[config.mk]
export PLATFORM = sky130hd
export DESIGN_NAME = async_fifo_wr_framer_flat
export DESIGN_NICKNAME = d
export VERILOG_FILES = /design/src/rtl/fifo_pkg.sv /design/src/rtl/async_fifo_wr_framer_if.sv /design/src/rtl/frame_buf.sv /design/src/rtl/async_fifo_wr_framer.sv /design/src/flat_wrapper.sv
export SDC_FILE = /design/constraint.sdc
export NUM_CORES = 1
export LEC_CHECK = 0
export CAP_MARGIN = 10
export CORE_AREA = 2 2 171 89
export CTS_CLUSTER_SIZE = 14
export DETAILED_ROUTE_END_ITERATION = 10
export DIE_AREA = 0 0 173 91
export PLACE_DENSITY = 0.69
export SYNTH_ARGS = -nofsm -noshare
export SYNTH_HDL_FRONTEND = slang
export SYNTH_HIERARCHICAL = 1
export SYNTH_SLANG_ARGS = --single-unit
[constraint.sdc]
create_clock -name w_clk -period 5.5 [get_ports w_clk]
set_input_delay 1.65 -clock w_clk [delete_from_list [all_inputs] [get_ports w_clk]]
set_output_delay 1.65 -clock w_clk [all_outputs]
set_load 0.02 [all_outputs]
[src/rtl/fifo_pkg.sv]
// Shared definitions for the async FIFO write-side framer.
// Data width, header layout and the framer state encoding.
package fifo_pkg;

    localparam int         FIFO_DW   = 8;
    localparam logic [3:0] HDR_SOF   = 4'hA;
    localparam int         HDR_LEN_W = 4;

    typedef enum logic [1:0] {
        COLLECT,
        HDR,
        PAY,
        DROP
    } state_t;

endpackage

[src/rtl/async_fifo_wr_framer_if.sv]
// Source stream and FIFO write port bundle for the framer.
// The slave modport is the framer's view; master is the environment's.
interface async_fifo_wr_framer_if;
    import fifo_pkg::*;

    logic               s_valid;
    logic               s_ready;
    logic [FIFO_DW-1:0] s_data;
    logic               s_last;
    logic               fifo_full;
    logic               fifo_w_en;
    logic [FIFO_DW-1:0] fifo_wdata;

    modport master (
        output s_valid, s_data, s_last, fifo_full,
        input  s_ready, fifo_w_en, fifo_wdata
    );

    modport slave (
        input  s_valid, s_data, s_last, fifo_full,
        output s_ready, fifo_w_en, fifo_wdata
    );

endinterface

[src/rtl/frame_buf.sv]
// Payload register file: one synchronous write port and
// one combinational read port.
module frame_buf
    import fifo_pkg::*;
#(
    parameter int DEPTH = 16,
    parameter int AW    = 4
) (
    input  logic               clk,
    input  logic               we,
    input  logic [AW-1:0]      waddr,
    input  logic [FIFO_DW-1:0] wdata,
    input  logic [AW-1:0]      raddr,
    output logic [FIFO_DW-1:0] rdata
);

    logic [FIFO_DW-1:0] mem [DEPTH];

    always_ff @(posedge clk) begin
        if (we) begin
            mem[waddr] <= wdata;
        end
    end

    assign rdata = mem[raddr];

endmodule

[src/rtl/async_fifo_wr_framer.sv]
// Write-side packet framer: buffers one packet, then emits a
// {SOF,len} header and the payload into the async FIFO.
module async_fifo_wr_framer
    import fifo_pkg::*;
#(
    parameter int         MAX_LEN = 15,
    parameter logic [3:0] SOF     = HDR_SOF
) (
    input  logic                   w_clk,
    input  logic                   rst_n,
    async_fifo_wr_framer_if.slave  bus,
    output logic                   busy,
    output logic                   drop_pulse,
    output logic [7:0]             pkt_cnt
);

    localparam int LW = HDR_LEN_W;

    state_t             state;
    state_t             state_d;
    logic [LW-1:0]      cnt;
    logic [LW-1:0]      len;
    logic [LW-1:0]      idx;
    logic [LW:0]        cnt_inc;
    logic               drop_q;
    logic [7:0]         pkt_q;
    logic               rdy;
    logic               wr_ok;
    logic               beat;
    logic               accept;
    logic               fits;
    logic               at_limit;
    logic               last_pay;
    logic [FIFO_DW-1:0] rd_data;

    // Outputs are forced to reset values while rst_n is low,
    // since the state register only clears on the clock edge.
    assign rdy   = rst_n && (state == COLLECT || state == DROP);
    assign wr_ok = rst_n && (state == HDR || state == PAY);

    assign beat     = bus.s_valid && rdy;
    assign accept   = wr_ok && !bus.fifo_full;
    assign cnt_inc  = {1'b0, cnt} + (LW+1)'(1);
    assign fits     = cnt_inc <= (LW+1)'(MAX_LEN);
    assign at_limit = cnt == LW'(MAX_LEN - 1);
    assign last_pay = idx == (len - LW'(1));

    assign bus.s_ready   = rdy;
    assign bus.fifo_w_en = accept;
    assign busy          = wr_ok;
    assign drop_pulse    = drop_q;
    assign pkt_cnt       = pkt_q;

    frame_buf #(
        .DEPTH (16),
        .AW    (LW)
    ) u_buf (
        .clk   (w_clk),
        .we    (state == COLLECT && beat),
        .waddr (cnt),
        .wdata (bus.s_data),
        .raddr (idx),
        .rdata (rd_data)
    );

    always_ff @(posedge w_clk) begin
        if (!rst_n) begin
            state <= COLLECT;
        end else begin
            state <= state_d;
        end
    end

    always_comb begin
        state_d        = state;
        bus.fifo_wdata = '0;
        if (rst_n) begin
            unique case (state)
                COLLECT: begin
                    if (beat) begin
                        if (bus.s_last && fits) begin
                            state_d = HDR;
                        end else if (!bus.s_last && at_limit) begin
                            state_d = DROP;
                        end
                    end
                end
                DROP: begin
                    if (beat && bus.s_last) begin
                        state_d = COLLECT;
                    end
                end
                HDR: begin
                    bus.fifo_wdata = {SOF, len};
                    if (accept) begin
                        state_d = PAY;
                    end
                end
                PAY: begin
                    bus.fifo_wdata = rd_data;
                    if (accept && last_pay) begin
                        state_d = COLLECT;
                    end
                end
            endcase
        end
    end

    always_ff @(posedge w_clk) begin
        if (!rst_n) begin
            cnt    <= '0;
            len    <= '0;
            idx    <= '0;
            drop_q <= 1'b0;
            pkt_q  <= '0;
        end else begin
            drop_q <= (state == DROP) && beat && bus.s_last;
            if (state == COLLECT && beat) begin
                if (bus.s_last && fits) begin
                    len <= cnt_inc[LW-1:0];
                    cnt <= '0;
                end else if (at_limit) begin
                    cnt <= '0;
                end else begin
                    cnt <= cnt_inc[LW-1:0];
                end
            end
            if (state == HDR && accept) begin
                idx <= '0;
            end
            if (state == PAY && accept) begin
                if (last_pay) begin
                    pkt_q <= pkt_q + 8'd1;
                end else begin
                    idx <= idx + LW'(1);
                end
            end
        end
    end

endmodule

[src/flat_wrapper.sv]
// flat-port wrapper written by rule: the top's interface ports become plain ports
module async_fifo_wr_framer_flat import fifo_pkg::*;
#(
    parameter int         MAX_LEN = 15,
    parameter logic [3:0] SOF     = HDR_SOF
)
  (w_clk, rst_n, busy, drop_pulse, pkt_cnt, bus_s_valid, bus_s_data, bus_s_last, bus_fifo_full, bus_s_ready, bus_fifo_w_en, bus_fifo_wdata);
  async_fifo_wr_framer_if bus_i ();
  input  logic w_clk;
  input  logic rst_n;
  output logic busy;
  output logic drop_pulse;
  output logic [7:0] pkt_cnt;
  input wire logic [$bits(bus_i.s_valid)-1:0] bus_s_valid;
  input wire logic [$bits(bus_i.s_data)-1:0] bus_s_data;
  input wire logic [$bits(bus_i.s_last)-1:0] bus_s_last;
  input wire logic [$bits(bus_i.fifo_full)-1:0] bus_fifo_full;
  output wire logic [$bits(bus_i.s_ready)-1:0] bus_s_ready;
  output wire logic [$bits(bus_i.fifo_w_en)-1:0] bus_fifo_w_en;
  output wire logic [$bits(bus_i.fifo_wdata)-1:0] bus_fifo_wdata;
  assign bus_i.s_valid = bus_s_valid;
  assign bus_i.s_data = bus_s_data;
  assign bus_i.s_last = bus_s_last;
  assign bus_i.fifo_full = bus_fifo_full;
  assign bus_s_ready = bus_i.s_ready;
  assign bus_fifo_w_en = bus_i.fifo_w_en;
  assign bus_fifo_wdata = bus_i.fifo_wdata;
  async_fifo_wr_framer #(.MAX_LEN(MAX_LEN), .SOF(SOF)) u_core (.w_clk(w_clk), .rst_n(rst_n), .bus(bus_i), .busy(busy), .drop_pulse(drop_pulse), .pkt_cnt(pkt_cnt));
endmodule
==> metrics.md, run 1 <==
| Metric | Value |
|---|---|
| Switching Share | 24.2% |
| Cells after Synth | ~400 |
| Clock power frac | between 40 and 50% |
| Initial Utilization | 45.3% |
| Final core utilization | a little over half |
| FF-to-FF path depth | 7 |
| Slew Limit Fails | 0 |
| Die span in y | 91 microns |
| Final setup fails | 0 |
| Synth Area per Inst | between 15 and 20 sq um |
| Seq pwr share | 45.4% |
| Hold Crit Start | u_core/pkt_cnt[7]$_SDFFE_PN0P_ |
| Ant diodes | 0 |
| PD cells | 376 nW/um^2 |
| Die area | between 15,000 and 20,000 sq um |
| Pin count of the biggest net entering global routing | 37 |
| Setup repair bufs after CTS | 0 |
| Most common cell after layout, fill and taps aside | edfxtp_1 |
| Final WL | 14,300 microns |
| CTS tree | yes |
| Routed Antenna Nets | 0 |
| Seq/Total Area, Yosys | roughly 67% |
| Final clock skew | 0.0112 ns |
| Hold endpoint | u_core/pkt_cnt[7]$_SDFFE_PN0P_ |
| R2r endpoint | u_core/u_buf/mem[1][6]$_DFFE_PP_ |
| Tcrit/Tclk final | between 80% and 90% |
| Vias in the first global route | ~3,700 |
| Layout Nets | 460 |
| Synthesized area | approximately 6400 sq um |
| Site Rows | 31 |
| R2R setup slack | between 2 and 2.5 ns |
| Flops & latches, synth | about 150 |
| Placer Congestion | 0.818 |
| Ys Warns | 6 |
| Critical Path RT | 3.85 ns |
| Fmax achieved | 203 MHz |
| Clock latency at the later pin of the worst-skew pair | ~0.43 ns |
| Die X | ~170 microns |
| Worst reg2reg startpoint | u_core/state[0]$_SDFFE_PN0P_ |
| Status | completed |
| Top FF cell, synth | edfxtp_1 |
| I/O Pins | 33 |
| Hold Buf Count CTS | 0 |
| Initial antenna violation count | 0 |
| PortBufs | 32 |
| Global-route wire length before repair | 22,000 microns |
| Synth-to-layout area growth | 18.1% |
| Post-place instance area | 6960 sq um |
| Reg clk slew, reported paths | 0.06 ns |
| Post-synth ARST share | 0% |
| Drt wl/cell | 22.1 microns |
| RSZ-0062 raised after global routing | no |
| Drt initial violations | 446 |
| Number of enable flip-flop cells after synthesis | 128 |
| CP max FO | 8 |
| Worst-margin pin slew | between 1 and 1.5 ns |
| Core area | between 10,000 and 15,000 sq um |
| Max H-tree Level | 4 |
| Number of gates resized after cts | 0 |
| WS Path Type | input port to output pin |
| Crit path launch type | input port |
| Hold/Removal Path Class | flip-flop to flip-flop |
| Root Buffer | clkbuf_16 |
| Cell area after layout | 7590 sq um |
| Vias/cell | between 5 and 6 |
| Rel. slew slack | between 20% and 30% |
| Min cycle time layout | between 4 and 5 ns |
| Via count | 3,703 |
| Clock sink total | 151 |
| Max_cap viols | 0 |
| Comb pwr share | around 11% |
| Yosys cell types | 55 |
| Hpwl dp | 9670 microns |
| Final Hold Viols | 0 |
| Fraction of layout cells with a size suffix above 1 | 15.5% |
| Final setup TNS | 0 ns |
| Synthesized net count | roughly 410 |
| Net Switching | 0.691 mW |
| Leakage power | 2.45 nW |
| VDD IR max | 0.231 mV |
| P_int | 2.16 mW |
| Tot GR Track Use | 19.4% |
| Worst Path Arrival | 3.29 ns |
| Drt first pass iters | 5 |
| CTS max path bufs | 2 |
| CTS buffer count | 17 |
| Commonest cells after routing, fill and taps aside | 128 x edfxtp_1, 34 x nor2_1, 32 x clkdlybuf4s50_1 |
| Critical path endpoint category | output pin |
| Global route overflow | 0 |
| Worst Hold Path Cells | 2 |
| Post-route DRC | 0 |
-- stage by stage --
stage	power [mW]	setup WS [ns]	instances	hold WS, ns
floorplan	1.52	1.35	392	0.497
global placement	1.62	0.640	617	0.460
detailed placement	1.64	0.572	617	0.474
CTS	2.87	0.572	649	0.485
global route	2.96	0.488	649	0.516
finish	2.85	0.562	649	0.487
-- logic make-up after synthesis --
kind of cell / count (synthesis) / share of synthesized area, %
buffers and inverters: 27 / 2.39
xor gates and xnor gates: 11 / 1.95
AOI/OAI and AO/OA: 54 / 5.78
and+or+nand+nor: 106 / 8.80
muxes: 34 / 12.3
DFF: 151 / 67.0
adders and majority gates: 9 / 1.75
-- final cells by class --
class | instances | area (sq um)
Clock buffer | 18 | 429
Clock inverter | 14 | 199
Fill cell | 1142 | 6610
Inverter | 12 | 45.0
Multi-Input combinational cell | 214 | 1970
Sequential cell | 151 | 4310
Tap cell | 198 | 248
Timing Repair Buffer | 42 | 395
-- cell usage after synthesis, types with 4 or more instances --
library cell | count | area share, %
mux4_2 | 18 | 6.3
nand2_1 | 19 | 1.1
and3_1 | 4 | 0.39
nor3_1 | 6 | 0.47
inv_1 | 11 | 0.64
mux4_1 | 14 | 5.7
edfxtp_1 | 128 | 60
xnor2_1 | 5 | 0.68
o21ai_0 | 4 | 0.31
a22oi_1 | 21 | 2.5
nand2b_1 | 5 | 0.49
ha_1 | 9 | 1.8
nand4_1 | 4 | 0.39
nand3_1 | 10 | 0.78
nor2_1 | 34 | 2.0
buf_2 | 6 | 0.47
a21oi_1 | 12 | 0.93
dfxtp_1 | 23 | 7.2
-- registers in the layout, indices dropped and copies added, names as in the netlist --
signal,count
u_core/u_buf/mem,128
u_core/idx,4
u_core/len,4
u_core/pkt_cnt,8
u_core/drop_pulse,1
u_core/state,2
u_core/cnt,4
-- worst max-delay path, cell delays in order --
cell and delay, ns:
clkdlybuf4s50_1 0.48, nand2_1 0.17, nor2_1 0.32, clkdlybuf4s50_1 0.67
-- power groups by stage --
stage          logic [mW]  clock network (mW)  registers, mW
3_5_place_dp        0.318                   0           1.32
2_1_floorplan       0.209                   0           1.31
5_1_grt             0.352                1.31           1.30
6_report            0.325                1.23           1.29
3_3_place_gp        0.307                   0           1.32
4_1_cts             0.319                1.25           1.29
-- per-layer routing --
metal | up-vias | wire [microns] | global-route usage [%] | part of all wire, %
li1 | 1653 | - | - | -
met2 | 135 | 5800 | 24.7 | 40
met4 | 0 | 221 | 7.42 | 1.5
met3 | 23 | 1040 | 6.57 | 7.2
met1 | 1892 | 7280 | 30.2 | 51
met5 | - | 0 | 0 | 0
-- worst max-delay path by stage --
stage	end	slack (ns)	start
5_1_grt	bus_fifo_w_en	0.49	rst_n
6_report	bus_fifo_w_en	0.56	rst_n
2_1_floorplan	bus_s_ready	1.35	rst_n
3_5_place_dp	bus_fifo_w_en	0.57	rst_n
4_1_cts	bus_fifo_w_en	0.57	rst_n
3_3_place_gp	bus_fifo_w_en	0.64	rst_n
Note: power is estimated with default switching activity, not from simulation.
==> inputs of run 2 (changes only) <==
CORE_AREA = 2 2 93 162   (was 2 2 171 89)
DIE_AREA = 0 0 95 164   (was 0 0 173 91)
==> run 2 against run 1 <==
Clock power down 9%. Sequential cell count is the same. Cell area fell by 0.59%. Highest routed layer unchanged.
==> metrics.md, run 2 (synthesis gave the netlist of run 1 again) <==
| Metric | Value |
|---|---|
| Final setup TNS | 0 ns (unchanged) |
| Hold Crit Start | u_core/pkt_cnt[7]$_SDFFE_PN0P_ |
| Fill count | 1,115 (-2.4%) |
| Slowest library cell on the worst path | clkdlybuf4s50_1 |
| Clock sink total | 151 (unchanged) |
| WS Path Type | input port to output pin |
| Global route overflow | 0 (unchanged) |
| RSZ-0062 raised after global routing | no |
| Slew Limit Fails | 0 (unchanged) |
| Register bank with the most flops | u_core/u_buf/mem |
| Hold endpoint | u_core/pkt_cnt[7]$_SDFFE_PN0P_ |
| Ant diodes | 0 (unchanged) |
| Rel. slew slack | 36.6% (+7.8 points) |
| Critical path startpoint | rst_n |
| Worst reg2reg startpoint | u_core/state[0]$_SDFFE_PN0P_ |
| Initial antenna violation count | 0 (unchanged) |
| Root Buffer | clkbuf_16 |
| Setup repair bufs after CTS | 0 (unchanged) |
| Worst path max stage delay | 0.61 ns (-0.06 ns) |
| VDD IR max | 0.189 mV (-18%) |
| Placer Congestion | 0.840 (+2.6%) |
| Fmax achieved | 205 MHz (+1.4%) |
| Initial Utilization | 45.0% (-0.32 points) |
| Tot GR Track Use | 17.8% (-1.6 points) |
| Final core utilization | 52.8% (-0.69 points) |
| CP max FO | 8 (unchanged) |
| Cell mode on critical path | clkdlybuf4s50_1 |
| Pin count of the biggest net entering global routing | 37 (unchanged) |
| R2R setup slack | 2.68 ns (+0.40 ns) |
| Final WL | 13,000 microns (-9.3%) |
| Most common cell after layout, fill and taps aside | edfxtp_1 |
| CTS buffer count | 17 (unchanged) |
| FF-to-FF path depth | 7 (unchanged) |
| Crit path launch type | input port |
| Max FFs per register | 128 (unchanged) |
| Final setup fails | 0 (unchanged) |
| Drt wl/cell | 20.5 microns (-7.0%) |
| Leakage power | 2.45 nW (-0.20%) |
| Worst path cell trace | clkdlybuf4s50_1 -> nand2_1 -> inv_1 -> and3_1 -> clkdlybuf4s50_1 |
| Clock latency at the later pin of the worst-skew pair | 0.41 ns (-0.02 ns) |
| Final clock skew | 0.00918 ns (-0.00198 ns) |
| Die span in y | 164 microns (+80%) |
| Vias/cell | 5.70 (-0.16%) |
| Status | completed |
| Hold Buf Count CTS | 0 (unchanged) |
| Cell area after layout | 7540 sq um (-0.59%) |
| R2r endpoint | u_core/u_buf/mem[14][6]$_DFFE_PP_ |
| Final Hold Viols | 0 (unchanged) |
| Vias in the first global route | 3,677 (-0.082%) |
| Post-route DRC | 0 (unchanged) |
| Layout Nets | 462 (+0.43%) |
| I/O Pins | 33 (unchanged) |
| Fraction of layout cells with a size suffix above 1 | 15.7% (+0.15 points) |
| Commonest cells after routing, fill and taps aside | 128 x edfxtp_1, 34 x nor2_1, 32 x clkdlybuf4s50_1 |
| Drt first pass iters | 4 (-1) |
| Synth-to-layout area growth | 17.4% |
| Min cycle time layout | 4.87 ns (-0.0698 ns) |
| Site Rows | 58 (+87%) |
| Worst-margin pin slew | 0.948 ns (-0.116 ns) |
| Post-place instance area | 6970 sq um (about the same) |
| Max_cap viols | 0 (unchanged) |
| Tcrit/Tclk final | 88.5% (-1.3 points) |
| Worst Path Buf+Inv | 3 (+1) |
| Routed Antenna Nets | 0 (unchanged) |
| Drt initial violations | 351 (-21%) |
| Via count | 3,606 (-2.6%) |
| Worst Path Arrival | 3.22 ns (-0.07 ns) |
| Max H-tree Level | 4 (unchanged) |
| Number of gates resized after cts | 0 (unchanged) |
| Core area | 14,300 sq um (+0.71%) |
| CTS max path bufs | 2 (unchanged) |
| Critical Path RT | 3.85 ns (about the same) |
| Crit path max-delay family | buffers and inverters |
| Worst Hold Path Cells | 2 (unchanged) |
| Critical path endpoint category | output pin |
| Hpwl dp | 8820 microns (-8.8%) |
| PortBufs | 32 (unchanged) |
| Die X | 95 microns (-45%) |
| PD cells | 362 nW/um^2 (-3.7%) |
| Hold/Removal Path Class | flip-flop to flip-flop |
| Hold slack | 0.476 ns (-0.0110 ns) |
| Reg clk slew, reported paths | 0.06 ns (about the same) |
| CTS tree | yes |
| Die area | 15,600 sq um (-1.0%) |
| Global-route wire length before repair | 20,000 microns (-9.2%) |
[run 2: changes by cell type in the layout (fill, tap and decap cells not counted)]
cell	before	now
clkinvlp_4	4	3
clkinv_1	1	3
buf_4	10	11
clkbuf_1	1	0
clkinv_2	1	2
buf_12	0	1
bufinv_16	4	2
clkinv_4	2	3
[run 2: routing by layer]
metal	track usage, %	wire [microns]	up-vias	part of all wire (%)
met5	0	0	-	0
met4	8.37	321	0	2.5
met3	3.67	462	22	3.6
met2	33.2	7470	104	57
met1	18.7	4750	1831	37
li1	-	-	1649	-
[run 2: cell type report]
class	instances	area (sq um)	share of cell area [%]
well taps	180	225	2.99
repair buffers	44	423	5.61
clock buffers	17	425	5.64
flip-flops and latches	151	4310	57.1
multi-input cells	214	1970	26.1
clock inverters	15	153	2.02
inverters	12	45.0	0.597
[run 2: stage by stage]
step	total power, mW	instances	setup WS (ns)
after global placement	1.62	601	0.725
final	2.73	633	0.632
after global routing	2.84	633	0.565
after detailed placement	1.63	601	0.645
after CTS	2.75	633	0.635
after floorplan	1.52	392	1.35
[run 2: how the worst max path moves through the flow]
stage,to,slack [ns],cells past startpoint
global placement,bus_fifo_wdata[4],0.73,5
finish,bus_fifo_wdata[6],0.63,5
detailed placement,bus_fifo_wdata[6],0.64,5
floorplan,bus_s_ready,1.35,4
CTS,bus_fifo_wdata[6],0.63,5
global route,bus_fifo_wdata[6],0.56,5
[run 2: worst register-to-register path, delay by kind of cell (launching register included)]
kind | cells | cell delay [ns]
buffers and inverters | 2 | 0.29
and+or+nand+nor | 4 | 1.40
adders and majority gates | 1 | 0.35
DFF | 1 | 0.40
[run 2: report_power, final]
part	switching (mW)	internal, mW	leakage, nW	total [mW]
Clock	0.452	0.668	0.275	1.12
Combinational	0.187	0.129	0.833	0.316
Sequential	0.0233	1.27	1.34	1.29
Total	0.663	2.07	2.45	2.73
==> variant (settings of run 1) <==
Compare `cnt` against `LW'(MAX_LEN - 1)` with >= in place of ==.
--- a/src/rtl/async_fifo_wr_framer.sv
+++ b/src/rtl/async_fifo_wr_framer.sv
@@ -42,7 +42,7 @@
     assign accept   = wr_ok && !bus.fifo_full;
     assign cnt_inc  = {1'b0, cnt} + (LW+1)'(1);
     assign fits     = cnt_inc <= (LW+1)'(MAX_LEN);
-    assign at_limit = cnt == LW'(MAX_LEN - 1);
+    assign at_limit = cnt >= LW'(MAX_LEN - 1);
     assign last_pay = idx == (len - LW'(1));
 
     assign bus.s_ready   = rdy;
Function: same outputs for any inputs over 4 cycles, from zero or initial values and one cycle with rst_n low; that may be too few to reach the edited logic, so the function may still have changed.
==> variant against run 1 <==
Die area is the same. Wire length is 3.5% lower. Core utilization grew 0.12 points. Global-route usage fell by 0.38 points. Register-to-register slack better by 0.25 ns. Area after synthesis is essentially flat. Critical path depth up 2. Power decreased by 4.6%. Sequential share of layout area decreased by 0.13 points. Final cell count fell by 0.77%. Setup slack worse by 0.0085 ns. Sequential cell count stayed put. Cell area increased by 0.23%. Critical path type unchanged.
==> variant: results <==
[outcome]
status = "completed"

[global_route]
grt_max_degree = 26
grtUsageMet1 = 0.3099
grt_pass1_wl_um = 21910
grt_pass1_vias = 3639
grtUsageTotal = 0.1907
grtUsageMet2 = 0.2537
met3_usage = 0.04564
antenna_found_initial = 0

[cells_and_area]
final_nets = 456
drive_above_1_share = 0.1726
fillers = 1140
finalNonFillerCells = 644
diodes = 0
fin_util = 0.5359

[synth]
yosysSeqAreaShare = 0.6704
synthTopCellsByArea = "edfxtp_1 60%, dfxtp_1 7.2%, mux4_2 6.3%"
syn-num-nets = 407
ys_types = 51
synth_common_cells = "128 x edfxtp_1, 31 x nor2_1, 23 x dfxtp_1"
synth_edf_count = 128
syn_avg_cell_area_um2 = 16.72
synth_most_common_cell = "edfxtp_1"
async_flop_share = 0

[power]
leakagePower_nw = 2.530
sw_frac_of_total = 0.2326
vdd_drop_max_uv = 204.4

[clock_tree]
clock_latency_ns = 0.42
ctsResizeCount = 0
clockRootBuffer = "clkbuf_16"
clk_pin_slew_ns = 0.06
postCtsSetupBuffers = 0
clock_path_buffers = 2
h-tree-depth = 4

[critical_path]
crit_path_max_fanout = 7
critPathMaxStageDelay_ns = 0.60
cp_top_family = "buffers and inverters"
crit_arrival_ns = 3.30

[timing]
timing.setup.tns_ns = 0
worst_pin_slew_ns = 1.082
final.setup_skew_ns = 0.01212

[placement]
hpwlAfterDp_um = 9359
gp_congestion = 0.7954
pre_cts_ws_ns = 0.5781
dp_cells = 612
port_buffers = 32
placed_area_um2 = 7003

[routing]
met3_length_um = 1126
drtPass1Iterations = 5
met2_length_um = 5713
wl_met1_um = 6880
post_drt_wl_per_cell_um = 21.49
drt_iter0_drc = 372
via_count = 3668

[worst_hold_path]
holdCritPathClass = "reg2reg"
holdPathStages = 2
-- variant: tightest hold or removal path: cells and delay by family (launching register included) --
kind | cells | cell delay, ns
and+or+nand+nor | 1 | 0.06
DFF | 1 | 0.32
muxes | 1 | 0.06
-- variant: power by group through the flow --
stage | clock [mW] | sequential, mW | combinational [mW]
2_1_floorplan | 0 | 1.30 | 0.168
3_3_place_gp | 0 | 1.31 | 0.244
3_5_place_dp | 0 | 1.31 | 0.248
4_1_cts | 1.20 | 1.29 | 0.251
5_1_grt | 1.25 | 1.29 | 0.275
6_report | 1.18 | 1.29 | 0.252
-- variant: final timing paths --
| path | startpoint | end | slack [ns] |
|---|---|---|---|
| hold / removal | u_core/pkt_cnt[7] | u_core/pkt_cnt[7] | 0.49 |
| setup reg to reg | u_core/state[0] | u_core/u_buf/mem[11][6] | 2.53 |
| setup / recovery | rst_n | bus_fifo_w_en | 0.55 |
| hold reg to reg | u_core/pkt_cnt[7] | u_core/pkt_cnt[7] | 0.49 |
-- variant: kinds of logic after synthesis --
| logic type | count (synthesis) | synth area share |
|---|---|---|
| multiplexers | 39 | 0.1314 |
| AO/OA/AOI/OAI | 49 | 0.05691 |
| buffers and inverters | 24 | 0.02163 |
| adder cells (fa/ha/maj) | 10 | 0.01949 |
| XOR/XNOR | 10 | 0.01696 |
| flip-flops | 151 | 0.6704 |
| AND/OR/NAND/NOR | 101 | 0.08322 |
-- variant: final cells by class --
| class | count | share of cell area |
|---|---|---|
| inverter | 10 | 0.004934 |
| multi-input combinational | 209 | 0.2599 |
| tap | 198 | 0.03257 |
| clock buffer | 18 | 0.05641 |
| sequential | 151 | 0.5660 |
| clock inverter | 14 | 0.02303 |
| timing repair buffer | 44 | 0.05724 |
